<file path="config.mk">
export PLATFORM = sky130hd
export DESIGN_NAME = butterfly_pipe
export DESIGN_NICKNAME = d
export VERILOG_FILES = /design/src/rtl/bfly_pkg.sv /design/src/rtl/butterfly_pipe_cmul.sv /design/src/rtl/butterfly_pipe.sv
export SDC_FILE = /design/constraint.sdc
export NUM_CORES = 2
export LEC_CHECK = 0
export ABC_AREA = 1
export BUFFER_PORTS_ARGS = -buffer_cell sky130_fd_sc_hd__buf_2
export CORE_MARGIN = 1.5
export CORE_UTILIZATION = 35
export CTS_BUF_LIST = sky130_fd_sc_hd__clkbuf_4 sky130_fd_sc_hd__clkbuf_8
export DETAILED_ROUTE_END_ITERATION = 7
export GPL_TIMING_DRIVEN = 0
export PLACE_DENSITY = 0.47
export SYNTH_ARGS = -nofsm -noshare
export SYNTH_HDL_FRONTEND = slang
export SYNTH_HIERARCHICAL = 1
export SYNTH_SLANG_ARGS = --single-unit
</file>
<file path="constraint.sdc">
create_clock -name clk -period 18.97 [get_ports clk]
set_clock_uncertainty 0.2 [all_clocks]
set_input_delay 1.897 -clock clk [delete_from_list [all_inputs] [get_ports clk]]
set_output_delay 1.897 -clock clk [all_outputs]
set_load 0.01 [all_outputs]
</file>
<file path="src/rtl/bfly_pkg.sv">
// Shared fixed-point helpers for radix-2 butterfly stages: rounding shift,
// range check and saturating/wrapping narrowing on a wide signed scratch type.
package bfly_pkg;

  localparam int ROUND_TRUNC   = 0;
  localparam int ROUND_HALF_UP = 1;
  localparam int SAT_WRAP      = 0;
  localparam int SAT_CLAMP     = 1;

  localparam int CALC_W = 64;
  typedef logic signed [CALC_W-1:0] calc_t;

  // Arithmetic right shift by sh, optionally adding half an LSB first.
  function automatic calc_t round_shift(input calc_t x, input int sh, input int round_mode);
    calc_t bias;
    bias = '0;
    if (round_mode == ROUND_HALF_UP && sh > 0) bias = calc_t'(1) <<< (sh - 1);
    return (x + bias) >>> sh;
  endfunction

  function automatic logic fits(input calc_t x, input int w);
    calc_t hi;
    calc_t lo;
    hi = (calc_t'(1) <<< (w - 1)) - calc_t'(1);
    lo = -hi - calc_t'(1);
    return (x <= hi) && (x >= lo);
  endfunction

  // Bring x into a w-bit signed range; the caller keeps the low w bits.
  function automatic calc_t narrow(input calc_t x, input int w, input int sat_mode);
    calc_t hi;
    calc_t lo;
    hi = (calc_t'(1) <<< (w - 1)) - calc_t'(1);
    lo = -hi - calc_t'(1);
    if (fits(x, w)) return x;
    if (sat_mode == SAT_CLAMP) return (x < 0) ? lo : hi;
    return (x <<< (CALC_W - w)) >>> (CALC_W - w);
  endfunction

endpackage

</file>
<file path="src/rtl/butterfly_pipe_cmul.sv">
// Two-stage pipelined complex multiply P = B*W (or B*conj(W)), with an opaque
// sideband that travels alongside each beat.
module cmul_pipe
  import bfly_pkg::*;
#(
  parameter int DATA_WIDTH = 16,
  parameter int Q          = 8,
  parameter int ROUND      = 1,
  parameter int SAT        = 1,
  parameter int SB_W       = 1
) (
  input  logic                  clk,
  input  logic                  rst,
  input  logic                  en,
  input  logic                  in_valid,
  input  logic [DATA_WIDTH-1:0] b_r,
  input  logic [DATA_WIDTH-1:0] b_i,
  input  logic [DATA_WIDTH-1:0] w_r,
  input  logic [DATA_WIDTH-1:0] w_i,
  input  logic                  inv,
  input  logic [SB_W-1:0]       sb_in,
  output logic                  out_valid,
  output logic [DATA_WIDTH:0]   p_r,
  output logic [DATA_WIDTH:0]   p_i,
  output logic                  p_ovf,
  output logic [SB_W-1:0]       sb_out
);

  localparam int PW  = 2 * DATA_WIDTH;
  localparam int SW  = PW + 1;
  localparam int PW1 = DATA_WIDTH + 1;

  logic                 s1_valid;
  logic                 s1_inv;
  logic [SB_W-1:0]      s1_sb;
  logic signed [PW-1:0] rr, ii, ri, ir;

  always_ff @(posedge clk) begin
    if (rst) s1_valid <= 1'b0;
    else if (en) s1_valid <= in_valid;
  end

  // Full-width products: the most negative value squared still fits in PW bits.
  always_ff @(posedge clk) begin
    if (en) begin
      rr     <= PW'($signed(b_r)) * PW'($signed(w_r));
      ii     <= PW'($signed(b_i)) * PW'($signed(w_i));
      ri     <= PW'($signed(b_r)) * PW'($signed(w_i));
      ir     <= PW'($signed(b_i)) * PW'($signed(w_r));
      s1_inv <= inv;
      s1_sb  <= sb_in;
    end
  end

  logic signed [SW-1:0] sum_r, sum_i;
  calc_t                rnd_r, rnd_i;
  logic [PW1-1:0]       nar_r, nar_i;
  logic                 ovf_n;

  // Conjugating W flips the sign of every Wi term, so negate at the combine.
  always_comb begin
    sum_r = s1_inv ? (SW'(rr) + SW'(ii)) : (SW'(rr) - SW'(ii));
    sum_i = s1_inv ? (SW'(ir) - SW'(ri)) : (SW'(ri) + SW'(ir));
    rnd_r = round_shift(calc_t'(sum_r), Q, ROUND);
    rnd_i = round_shift(calc_t'(sum_i), Q, ROUND);
    nar_r = PW1'(narrow(rnd_r, PW1, SAT));
    nar_i = PW1'(narrow(rnd_i, PW1, SAT));
    ovf_n = !fits(rnd_r, PW1) || !fits(rnd_i, PW1);
  end

  always_ff @(posedge clk) begin
    if (rst) out_valid <= 1'b0;
    else if (en) out_valid <= s1_valid;
  end

  always_ff @(posedge clk) begin
    if (en) begin
      p_r    <= nar_r;
      p_i    <= nar_i;
      p_ovf  <= ovf_n;
      sb_out <= s1_sb;
    end
  end

endmodule

</file>
<file path="src/rtl/butterfly_pipe.sv">
// Radix-2 DIT butterfly: out1 = A + B*W, out2 = A - B*W, optional conj(W) and
// halving per beat, three-stage pipeline with a sticky overflow flag.
module butterfly_pipe
  import bfly_pkg::*;
#(
  parameter int DATA_WIDTH = 16,
  parameter int Q          = 8,
  parameter int ROUND      = 1,
  parameter int SAT        = 1
) (
  input  logic                  clk,
  input  logic                  rst,
  input  logic                  in_valid,
  output logic                  in_ready,
  input  logic [DATA_WIDTH-1:0] in1_r,
  input  logic [DATA_WIDTH-1:0] in1_i,
  input  logic [DATA_WIDTH-1:0] in2_r,
  input  logic [DATA_WIDTH-1:0] in2_i,
  input  logic [DATA_WIDTH-1:0] w_r,
  input  logic [DATA_WIDTH-1:0] w_i,
  input  logic                  inv,
  input  logic                  scale,
  output logic                  out_valid,
  input  logic                  out_ready,
  output logic [DATA_WIDTH-1:0] out1_r,
  output logic [DATA_WIDTH-1:0] out1_i,
  output logic [DATA_WIDTH-1:0] out2_r,
  output logic [DATA_WIDTH-1:0] out2_i,
  output logic                  ovf,
  input  logic                  ovf_clr
);

  localparam int SB_W = 2 * DATA_WIDTH + 1;

  // Handshake: a beat transfers on in_valid & in_ready, a result on
  // out_valid & out_ready. The whole pipe advances together whenever the
  // output register is empty or being drained; otherwise every stage holds.
  logic advance;
  assign advance  = out_ready | ~out_valid;
  assign in_ready = advance;

  logic                  s2_valid;
  logic [DATA_WIDTH:0]   p_r, p_i;
  logic                  p_ovf;
  logic [SB_W-1:0]       s2_sb;
  logic                  s2_scale;
  logic [DATA_WIDTH-1:0] s2_a_r, s2_a_i;

  cmul_pipe #(
    .DATA_WIDTH (DATA_WIDTH),
    .Q          (Q),
    .ROUND      (ROUND),
    .SAT        (SAT),
    .SB_W       (SB_W)
  ) u_cmul (
    .clk       (clk),
    .rst       (rst),
    .en        (advance),
    .in_valid  (in_valid),
    .b_r       (in2_r),
    .b_i       (in2_i),
    .w_r       (w_r),
    .w_i       (w_i),
    .inv       (inv),
    .sb_in     ({scale, in1_r, in1_i}),
    .out_valid (s2_valid),
    .p_r       (p_r),
    .p_i       (p_i),
    .p_ovf     (p_ovf),
    .sb_out    (s2_sb)
  );

  assign {s2_scale, s2_a_r, s2_a_i} = s2_sb;

  calc_t                 raw [4];
  calc_t                 adj [4];
  logic [DATA_WIDTH-1:0] res [4];
  logic                  add_ovf;

  always_comb begin
    raw[0]  = calc_t'($signed(s2_a_r)) + calc_t'($signed(p_r));
    raw[1]  = calc_t'($signed(s2_a_i)) + calc_t'($signed(p_i));
    raw[2]  = calc_t'($signed(s2_a_r)) - calc_t'($signed(p_r));
    raw[3]  = calc_t'($signed(s2_a_i)) - calc_t'($signed(p_i));
    add_ovf = 1'b0;
    for (int k = 0; k < 4; k++) begin
      adj[k] = s2_scale ? round_shift(raw[k], 1, ROUND) : raw[k];
      res[k] = DATA_WIDTH'(narrow(adj[k], DATA_WIDTH, SAT));
      if (!fits(adj[k], DATA_WIDTH)) add_ovf = 1'b1;
    end
  end

  logic s3_ovf;

  always_ff @(posedge clk) begin
    if (rst) begin
      out_valid <= 1'b0;
      out1_r    <= '0;
      out1_i    <= '0;
      out2_r    <= '0;
      out2_i    <= '0;
      s3_ovf    <= 1'b0;
      ovf       <= 1'b0;
    end else begin
      if (advance) begin
        out_valid <= s2_valid;
        out1_r    <= res[0];
        out1_i    <= res[1];
        out2_r    <= res[2];
        out2_i    <= res[3];
        s3_ovf    <= s2_valid & (p_ovf | add_ovf);
      end
      // A clipped result raises the flag as it is consumed; setting beats clearing.
      ovf <= (ovf & ~ovf_clr) | (out_valid & out_ready & s3_ovf);
    end
  end

endmodule
</file>
# After elaboration in Yosys (flattened, before gate mapping)
# Cells that the tools add are included.
dict set report totals {
  out_inout_bits 67
  input_bits 103
  ff_bits 299
}
dict set report op_classes {
  add_sub_neg 14
  n_mux 46
  order_cmp 18
  multipliers 4
  n_reduce_logical 9
  bitwise_logic 9
}
# operator count
set op_table {}
lappend op_table {{$ge 64x16->1 const B} 4}
lappend op_table {{$le 64x16->1 const B} 4}
lappend op_table {{$lt 64x1->1 const B} 4}
lappend op_table {{$mux 16} 16}
lappend op_table {{$mux 64} 4}
lappend op_table {{$mux 17} 8}
lappend op_table {{$mul 16x16->32} 4}
lappend op_table {{$add 18x2->19 const B} 4}
lappend op_table {{$add 33x9->34 const B} 2}
lappend op_table {{$add 32x32->33} 2}
lappend op_table {{$mux 33} 2}
lappend op_table {{$sub 32x32->33} 2}
lappend op_table {{$ge 26x17->1 const B} 2}
lappend op_table {{$le 26x17->1 const B} 2}
lappend op_table {{$lt 26x1->1 const B} 2}
lappend op_table {{$add 16x17->18} 2}
lappend op_table {{$sub 16x17->18} 2}
lappend op_table {{$mux 1} 16}
lappend op_table {{$logic_and 1x1->1} 6}
lappend op_table {{$and 1x1->1} 4}
lappend op_table {{$or 1x1->1} 3}
lappend op_table {{$logic_not 1->1} 2}
lappend op_table {{$not 1->1} 2}
lappend op_table {{$logic_or 1x1->1} 1}

# Depth between registers and ports, before layout
dict set report logic_depth {
  word_depth 11
  depth_mapped 39
}

# Modules after synthesis
# Netlist, hierarchy kept.
# mod instances cells_each seq_area_each_um2 area_each_um2
set modules_own_cells {}
lappend modules_own_cells {cmul_pipe 1 7026 6946.7 55598.3}
lappend modules_own_cells {butterfly_pipe 1 1725 1341.3 9728.1}

# Worst setup path after synthesis
# No wires, ideal clock.
dict set report synth_path {
  kind {input-to-output}
  startpoint {in out_ready}
  endpoint {out in_ready}
  path_buffers 2
  stages 4
  t_arrival_ps 8950
  setup_slack_ps 7923
  path_cell_list {nor2_1 inv_1 clkbuf_1 clkbuf_1}
}
dict set report synth_via {
  elab_chain_len 1
}
# element line_no
set synth_lines {}
lappend synth_lines {{start: declaration} butterfly_pipe.sv:24} ;# input logic out_ready,
lappend synth_lines {{$or 1x1->1} butterfly_pipe.sv:39} ;# assign advance = out_ready | ~out_valid;
lappend synth_lines {{end: declaration} butterfly_pipe.sv:14} ;# output logic in_ready,
# No other way between the ends.

# Final worst setup path
dict set report layout_path {
  startpoint {in w_i[3]}
  endpoint {reg u_cmul.ri[31] (data pin)}
}
dict set report layout_via {
  elab_chain_len 1
}
# element line_no
set layout_lines {}
lappend layout_lines {{start: declaration} butterfly_pipe.sv:20} ;# input logic [DATA_WIDTH-1:0] w_i,
lappend layout_lines {{$mul 16x16->32} butterfly_pipe_cmul.sv:48} ;# ri <= PW'($signed(b_r)) * PW'($signed(w_i));
lappend layout_lines {{end signal: assignment} butterfly_pipe_cmul.sv:48}
lappend layout_lines {{end: declaration} butterfly_pipe_cmul.sv:36} ;# logic signed [PW-1:0] rr, ii, ri, ir;
# No other way between the ends.
# A chain may end at the register's enable or synchronous reset.

==> impl_metrics.yaml <==
run_status:
  status: "finished, final reports clean"
hold_path:
  hp-class: "reg2reg"
  hold_end: "u_cmul/sb_out[0]"
  min-delay-start: "u_cmul/s1_sb[0]"
  hold_path_depth: 0
synthesis:
  synth_top_cells_by_area: "fa_1 (32%), nand2_1 (15%), inv_1 (13%), edfxtp_1 (11%), ha_1 (9.0%)"
  synth.distinct_cells: 63
  yosysWarningCount: 6
  synthMuxAreaShare_pct: 0
  syn_area_um2: 65300
  syn_avg_cell_area_um2: 7.47
  async_reset_ff_share_pct: 0
  yosysTopAreaCellShare_pct: 32.2
  synth_area_leader_cell: "fa_1"
  synthXorXnorAreaFrac_pct: 3.66
  synth.ff_latch_count: 299
  synth_fp_nets: 10400
  synth_compound_area_share_pct: 5.24
  synthFlopType: "edfxtp_1"
  synth-simple-area-share_pct: 22.5
  synth_edf_count: 230
  synth_adder_area_share_pct: 41.2
  synth_top_family_by_area: "adder cells"
  synthCells: 8751
  synth_seq_area_share_pct: 12.7
global_routing:
  grt_pass1_wl_mm: 354
  first_global_vias: 56900
  grt_start_max_net_pins: 58
  grt_usage_pct: 24.9
  antenna_found_initial: 8
  grt_overflow: 0
timing:
  min_period_ns: 9.38
  maxSlewViolCount: 0
  min_period_over_period_pct: 49.5
  rsz0062_at_grt: "false"
  tightest_slew_ns: 1.37
  setup-tns-final_ns: 0
  max_freq_ghz: 0.107
  slew_headroom_pct: 8.95
  hold_viol_final: 0
  setup_viol: 0
floorplan:
  dieArea_um2: 189000
  start_util_pct: 35.2
  pin_count: 170
  die-width_um: 435
  core_um2: 185000
  rows: 158
  die_h_um: 435
setup_path:
  crit_path_start_kind: "input port"
  regToRegEndpoint: "u_cmul/p_ovf"
  crit_path_max_incr_delay_ns: 1.04
  crit_path_end_kind: "flop"
  reg2reg_slack_ns: 12.25
  crit_family: "adder cells"
  reg2reg_from: "u_cmul/s1_inv"
  rr_worst_depth: 26
  arrival_ns: 9.56
  worst_ep_required_time_ns: 19.15
  path_max_fanout: 10
  cpMaxStageDelayCell: "clkbuf_1"
  path_buf_inv: 5
  crit_top_cell: "fa_1"
  path_cells: "buf_2 -> clkbuf_1 -> nand2_1 -> inv_1 -> fa_1 -> fa_1 -> inv_1 -> fa_1 -> inv_1 -> fa_1 -> fa_1 -> fa_1 -> ha_1 -> a21oi_1 -> o21ai_0 -> nand2_1 -> o211a_1 -> o211ai_1 -> a21oi_1 -> nor2_1 -> nor2_1 -> xor2_1"
  crit_type: "in2reg"
cells_and_area:
  fin_nets: 10600
  syn2layout_area_growth_pct: 8.24
  multiInputGateArea_um2: 47500
  n_fill_cell: 20200
  final_core_utilization_pct: 38.1
  seqCellArea_um2: 8290
  drive_gt1_share_pct: 5.97
clock_tree:
  cts_resized: 0
  root_buffer: "clkbuf_8"
  clock_sink_count: 299
  clock_latency_ns: 0.75
  htreeDepth: 2
  cts_buffer_depth: 3
  cts_tree: "yes"
  clk_pin_slew_ns: 0.06
  ctsHoldBuffers: 0
  post_cts_buffers: 0
  cts_made_buffers: 57
routing:
  avgViaCountPerCell: 4.83
  dr.pass1.iters: 8
  wire_per_inst_um: 20.4
  vias: 55700
  ant_nets: 0
  drc: 0
  drtIter0Drc: 3976
  wl_mm: 235
run:
  drv_cap: 0
place:
  dp_hpwl_mm: 202
  gp_congestion: 0.954
  port_buffers: 169
==> metrics by stage <==
| stage | setup WS (ns) | hold slack, ns | cells | area, µm² |
|---|---|---|---|---|
| 4_1_cts | 9.66 | 0.159 | 11500 | 70700 |
| 3_3_place_gp | 3.12 | 0.201 | 11400 | 69300 |
| 3_5_place_dp | 8.92 | 0.206 | 11400 | 69400 |
| 2_1_floorplan | 7.92 | 0.200 | 8751 | 65300 |
| 5_1_grt | 9.19 | 0.172 | 11500 | 70700 |
| 6_report | 9.59 | 0.169 | 11500 | 70700 |
==> cell usage in the layout, fill, tap and decap left out, types with 11 or more instances in the layout <==
cell type  count
nand2_1     2550
inv_1       2189
fa_1        1052
ha_1         469
nor2_1       397
nand3_1      286
a21oi_1      283
edfxtp_1     230
clkbuf_1     222
buf_2        188
xor2_1       181
o21ai_0      165
xnor2_1       83
nand4_1       82
dfxtp_1       69
nand2_2       66
clkbuf_8      65
nor3_1        56
inv_2         44
nor2_2        31
o211ai_1      29
nor2_4        19
nand3_2       17
a31oi_1       16
clkbuf_4      14
clkinv_1      14
o21ai_1       14
o22ai_1       13
nor4_1        12
o21bai_1      11
a21oi_4       11
==> registers in the layout (all words and copies together) (netlist names) <==
| register | count |
|---|---|
| u_cmul/p_r | 17 |
| u_cmul/ii | 32 |
| u_cmul/s1_valid | 1 |
| out1_i | 16 |
| out2_r | 16 |
| out1_r | 16 |
| u_cmul/sb_out | 33 |
| u_cmul/p_ovf | 1 |
| u_cmul/ri | 32 |
| u_cmul/s1_inv | 1 |
| u_cmul/ir | 32 |
| out2_i | 16 |
| u_cmul/s1_sb | 33 |
| ovf | 1 |
| u_cmul/p_i | 17 |
| out_valid | 1 |
| u_cmul/out_valid | 1 |
| u_cmul/rr | 32 |
| s3_ovf | 1 |
==> per-layer routing <==
layer | share of wire (%) | vias to the layer above | track usage, %
li1 | - | 26300 | -
met4 | 4.4 | 2 | 9.20
met1 | 43 | 27400 | 33.1
met2 | 46 | 1656 | 41.3
met3 | 6.5 | 286 | 3.35
met5 | 0.0030 | - | 0
==> how the worst max path moves through the flow <==
stage,startpoint,end,depth (start not counted)
6_report,w_i[3],u_cmul/ri[31],22
5_1_grt,w_i[3],u_cmul/ri[31],22
4_1_cts,w_i[3],u_cmul/ri[31],22
3_5_place_dp,w_i[3],u_cmul/ri[31],22
3_3_place_gp,out_ready,in_ready,6
2_1_floorplan,out_ready,in_ready,4
==> logic make-up after synthesis <==
group | Yosys count
xor gates and xnor gates | 268
and+or+nand+nor | 3561
adders and majority gates | 1521
DFF | 299
AOI/OAI and AO/OA | 596
buffers and inverters | 2506
==> Yosys cell counts, types with 69 or more instances <==
library cell and count:
nand2_1 2550, inv_1 2189, fa_1 1052, ha_1 469, nor2_1 397, nand3_1 286, a21oi_1 283, edfxtp_1 230
clkbuf_1 223, xor2_1 181, o21ai_0 165, xnor2_1 83, nand4_1 82, dfxtp_1 69
==> final cells by class <==
type,count,area share (%)
Tap cell,2480,4.39
Clock buffer,78,1.40
Sequential cell,299,11.7
Timing Repair Buffer,173,1.35
Inverter,2240,11.9
Multi-Input combinational cell,5946,67.1
Clock inverter,28,0.442
Antenna cell,7,0.0248
Buffer,266,1.66
Power is left out: the tool's default activity adds up to more than one toggle a clock period on the data nets, which glitch-free logic cannot reach.
